File: src/rtl/fifo_pkg.sv
// Shared helpers for the parametrised FIFO: pointer wrap, count width and flag decode.
package fifo_pkg;

    typedef struct packed {
        logic full;
        logic empty;
        logic almost_full;
        logic almost_empty;
    } fifo_flags_t;

    function automatic int cnt_width(input int depth);
        return $clog2(depth + 1);
    endfunction

    function automatic int addr_width(input int depth);
        return (depth > 1) ? $clog2(depth) : 1;
    endfunction

    // Explicit wrap so non-power-of-two depths work.
    function automatic int unsigned ptr_inc(input int unsigned ptr, input int unsigned depth);
        return (ptr == depth - 1) ? 0 : ptr + 1;
    endfunction

    function automatic fifo_flags_t calc_flags(input int unsigned cnt, input int unsigned depth,
                                               input int unsigned af_lvl, input int unsigned ae_lvl);
        fifo_flags_t f;
        f.full         = (cnt == depth);
        f.empty        = (cnt == 0);
        f.almost_full  = (cnt >= af_lvl);
        f.almost_empty = (cnt <= ae_lvl);
        return f;
    endfunction

endpackage

File: src/rtl/fifo_regfile.sv
// DEPTH x DATA_W storage with one write port and one registered read port.
module fifo_regfile #(
    parameter int DATA_W = 8,
    parameter int DEPTH  = 4,
    parameter int AW     = 2
) (
    input  logic              clk,
    input  logic              clr,
    input  logic              wr_en,
    input  logic [AW-1:0]     wr_addr,
    input  logic [DATA_W-1:0] wr_data,
    input  logic              rd_en,
    input  logic [AW-1:0]     rd_addr,
    output logic [DATA_W-1:0] rd_data
);

    logic [DATA_W-1:0] mem [DEPTH];

    always_ff @(posedge clk) begin
        if (wr_en)
            mem[wr_addr] <= wr_data;
    end

    // Only the output register is cleared; the array keeps its contents.
    always_ff @(posedge clk) begin
        if (clr)
            rd_data <= '0;
        else if (rd_en)
            rd_data <= mem[rd_addr];
    end

endmodule

File: src/rtl/fifo_sync_param.sv
// Parametrised single-clock FIFO with exact count, threshold flags and access error pulses.
module fifo_sync_param
    import fifo_pkg::*;
#(
    parameter int DATA_W = 8,
    parameter int DEPTH  = 4,
    parameter int AF_LVL = 3,
    parameter int AE_LVL = 1,
    localparam int CNT_W = cnt_width(DEPTH)
) (
    input  logic              clk,
    input  logic              reset,
    input  logic              wr_en,
    input  logic [DATA_W-1:0] data_in,
    input  logic              rd_en,
    output logic [DATA_W-1:0] data_out,
    output logic              rd_valid,
    output logic              full,
    output logic              empty,
    output logic              almost_full,
    output logic              almost_empty,
    output logic [CNT_W-1:0]  count,
    output logic              overflow,
    output logic              underflow
);

    localparam int AW = addr_width(DEPTH);

    if (DEPTH < 2) begin : g_bad_depth
        $fatal(1, "fifo_sync_param: DEPTH must be >= 2");
    end
    if (AF_LVL < 1 || AF_LVL > DEPTH) begin : g_bad_af
        $fatal(1, "fifo_sync_param: AF_LVL out of range");
    end
    if (AE_LVL < 0 || AE_LVL >= DEPTH) begin : g_bad_ae
        $fatal(1, "fifo_sync_param: AE_LVL out of range");
    end

    logic [AW-1:0]    wr_ptr, rd_ptr;
    logic             rd_acc, wr_acc;
    logic [CNT_W-1:0] count_nxt;
    fifo_flags_t      flags_nxt;

    always_comb begin
        rd_acc    = rd_en & ~empty;
        wr_acc    = wr_en & (~full | rd_acc);
        count_nxt = count + CNT_W'(wr_acc) - CNT_W'(rd_acc);
        flags_nxt = calc_flags(32'(count_nxt), DEPTH, AF_LVL, AE_LVL);
    end

    fifo_regfile #(
        .DATA_W (DATA_W),
        .DEPTH  (DEPTH),
        .AW     (AW)
    ) u_regfile (
        .clk     (clk),
        .clr     (reset),
        .wr_en   (wr_acc & ~reset),
        .wr_addr (wr_ptr),
        .wr_data (data_in),
        .rd_en   (rd_acc),
        .rd_addr (rd_ptr),
        .rd_data (data_out)
    );

    always_ff @(posedge clk) begin
        if (reset) begin
            wr_ptr       <= '0;
            rd_ptr       <= '0;
            count        <= '0;
            rd_valid     <= 1'b0;
            full         <= 1'b0;
            empty        <= 1'b1;
            almost_full  <= 1'b0;
            almost_empty <= 1'b1;
            overflow     <= 1'b0;
            underflow    <= 1'b0;
        end else begin
            if (wr_acc)
                wr_ptr <= AW'(ptr_inc(32'(wr_ptr), DEPTH));
            if (rd_acc)
                rd_ptr <= AW'(ptr_inc(32'(rd_ptr), DEPTH));
            count        <= count_nxt;
            rd_valid     <= rd_acc;
            full         <= flags_nxt.full;
            empty        <= flags_nxt.empty;
            almost_full  <= flags_nxt.almost_full;
            almost_empty <= flags_nxt.almost_empty;
            overflow     <= wr_en & ~wr_acc;
            underflow    <= rd_en & ~rd_acc;
        end
    end

endmodule
File: config.mk
export PLATFORM = sky130hd
export DESIGN_NAME = fifo_sync_param
export DESIGN_NICKNAME = d
export VERILOG_FILES = /design/src/rtl/fifo_pkg.sv /design/src/rtl/fifo_regfile.sv /design/src/rtl/fifo_sync_param.sv
export SDC_FILE = /design/constraint.sdc
export NUM_CORES = 1
export LEC_CHECK = 0
export CAP_MARGIN = 0
export CORE_ASPECT_RATIO = 0.8
export CORE_MARGIN = 3
export CORE_UTILIZATION = 39
export CTS_CLUSTER_SIZE = 40
export DETAILED_ROUTE_END_ITERATION = 6
export PLACE_DENSITY = 0.66
export SYNTH_ARGS = -nofsm -noshare
export SYNTH_HDL_FRONTEND = slang
export SYNTH_SLANG_ARGS = --single-unit
File: constraint.sdc
create_clock -name clk -period 3.5 [get_ports clk]
set_input_delay 0.7 -clock clk [delete_from_list [all_inputs] [get_ports clk]]
set_output_delay 0.7 -clock clk [all_outputs]
set_load 0.005 [all_outputs]
==> reports/qor.yml <==
postLayoutCellArea_um2: 2530
fp.dieH_um: 71.1
worst_setup_path_endpoint: "almost_empty"
ys_ff_latch: 54
cts_root_buffer: "clkbuf_8"
fin_nets: 195
p_total_mw: 1.65
syn_area_um2: 2060
antenna_cells: 0
tightest_slew_ns: 0.629
seq_area_frac_synth_pct: 67.9
cp_slowest_cell: "clkdlybuf4s50_1"
hpwl_um: 2450
max_freq_ghz: 0.368
setup_ws_ns: 0.782
synthTopCellsByArea: "edfxtp_1, dfxtp_1, mux4_2"
rrSetupSlack_ns: 1.23
cts_hold_buf: 0
final_common_cell: "edfxtp_1"
viasPerCell: 4.84
place_area_um2: 2420
die_area_um2: 6210
rsz0062_at_grt: "false"
syn_nets: 162
grt_overflow: 0
start_util_pct: 40.8
grt_use_met2_pct: 20.4
io_buffers: 29
busiest_layer: "met2"
skew_ns: 0.0107
slew_violations: 0
grt_util_met1_pct: 13.7
max-cap-violations: 0
dp.cells: 230
outcome: "finished clean"
drt-initial-drc-count: 63
grt_max_degree: 23
worstReg2RegEnd: "almost_empty"
synth.distinct_cells: 23
hold_path.class: "register to register"
area_delta_synth_final_pct: 22.5
async_flop_share_pct: 0
cts_resized: 0
ir_drop_mv: 0.339
synth_area_leader_cell: "edfxtp_1"
reg2reg_from: "empty"
clockBufferDepth: 2
crit_type: "input port to register"
worst_setup_path_start_kind: "input port"
avgSynthCellArea_um2: 14.5
antenna_found_initial: 0
clock-sinks: 54
synth_cells: 142
routed_wl_um: 3460
htreeDepth: 2
pin_count: 30
drc_errors: 0
setup_violations: 0
grt_pass1_wl_um: 5480
rows: 23
startpoint: "rd_en"
setup_tns_ns: 0
worstPathCellList: "clkdlybuf4s50_1 -> nand2b_1 -> a21boi_2 -> inv_1 -> ha_1 -> inv_1 -> ha_1 -> fa_1 -> xor3_1 -> nor2_1 -> nor2_1"
reg2regPathDepth: 10
routabilityCongestion: 0.793
arrival_ns: 2.91
drive_gt1_share_pct: 11.4
grt_util_met3_pct: 5.01
die_width_um: 87.3
yosys_warnings: 0
nFillCells: 448
required_ns: 3.70
routedWlPerCell_um: 14.5
grt_pass1_vias: 1158
pre_cts_slack_ns: 0.468
core-area_um2: 5060
route.vias.total: 1153
cp-end-kind: "register"
clkTransAtPathRegs_ns: 0.09
synth.top_cell.area_share_pct: 46.5
cts_buffers: 5
powerDensity_nw_per_um2: 654
ys.flop_type: "edfxtp_1"
final_cells: 238
cts_tree: "built"
first_pass_iters: 4
min_period_ns: 2.72
slowest_delay_ns: 0.48
max_slew_margin_pct: 58.0
power.leakage_nw: 0.896
synth_edf_count: 32
hold_viol: 0
path_max_fanout: 4
grt_use_total_pct: 12.0
post-cts-setup-buffer-count: 0
final_cell_mix: "edfxtp_1, clkdlybuf4s50_1, dfxtp_1, nand2_1, nor2_1"
insertion_delay_ns: 0.30
antenna_left: 0
period_share_pct: 77.7
==> per-layer routing <==
layer / routed length [µm] / share of wire [%]
met1: 1420 / 41
met2: 1830 / 53
met3: 161 / 4.7
met4: 44 / 1.3
met5: 0 / 0
==> stage by stage <==
stage | utilization [%] | hold slack (ns)
after floorplan | - | 0.441
after global placement | 47.8 | 0.446
after detailed placement | 47.8 | 0.443
after CTS | 50.0 | 0.458
after global routing | 50.0 | 0.486
final | 50.0 | 0.456
==> power by group <==
group	internal, mW	total [mW]	switching [mW]
Combinational	0.243	0.423	0.179
Clock	0.213	0.405	0.192
Sequential	0.765	0.827	0.0614
==> cells in the mapped netlist, types with 2 or more instances <==
library cell,number
edfxtp_1,32
dfxtp_1,22
nand2_1,20
nor2_1,11
a21oi_1,10
mux4_2,8
ha_1,7
inv_1,7
and2_1,4
nand2b_1,4
buf_2,3
mux2i_1,2
nor2b_1,2
==> worst min-delay path by stage <==
stage                          from              endpoint  cells past startpoint
2_1_floorplan                 empty             underflow                      2
3_3_place_gp                  empty             underflow                      2
3_5_place_dp                  empty             underflow                      2
4_1_cts                       empty             underflow                      2
5_1_grt        u_regfile.rd_data[4]  u_regfile.rd_data[4]                      2
6_report                      empty             underflow                      2
==> state kept, by name (all words and copies together) (netlist names), 2 cells and up <==
signal             count
u_regfile.mem         32
u_regfile.rd_data      8
count                  3
rd_ptr                 2
wr_ptr                 2
==> worst max-delay path: cells and delay by family <==
family                     cells  cell delay [ns]
adders and majority gates      3             0.82
buffers and inverters          3             0.59
and+or+nand+nor                3             0.37
AOI/OAI and AO/OA              1             0.21
xor gates and xnor gates       1             0.21
==> logic make-up after synthesis <==
logic type                 count (synthesis)  share of synthesized area, %
AOI/OAI and AO/OA                         12                          3.33
xor gates and xnor gates                   1                          1.15
DFF                                       54                          67.9
buffers and inverters                     13                          2.97
adders and majority gates                  8                          5.21
muxes                                     11                          10.2
and+or+nand+nor                           43                          9.21
==> layout make-up <==
| class | count | area (µm²) | share of cell area, % |
|---|---|---|---|
| well taps | 62 | 77.6 | 3.07 |
| inverters | 7 | 26.3 | 1.04 |
| clock inverters | 2 | 37.5 | 1.48 |
| clock buffers | 6 | 72.6 | 2.87 |
| flip-flops and latches | 54 | 1400 | 55.4 |
| repair buffers | 32 | 313 | 12.4 |
| multi-input cells | 75 | 602 | 23.8 |
Power figures use the tool's default switching activity.
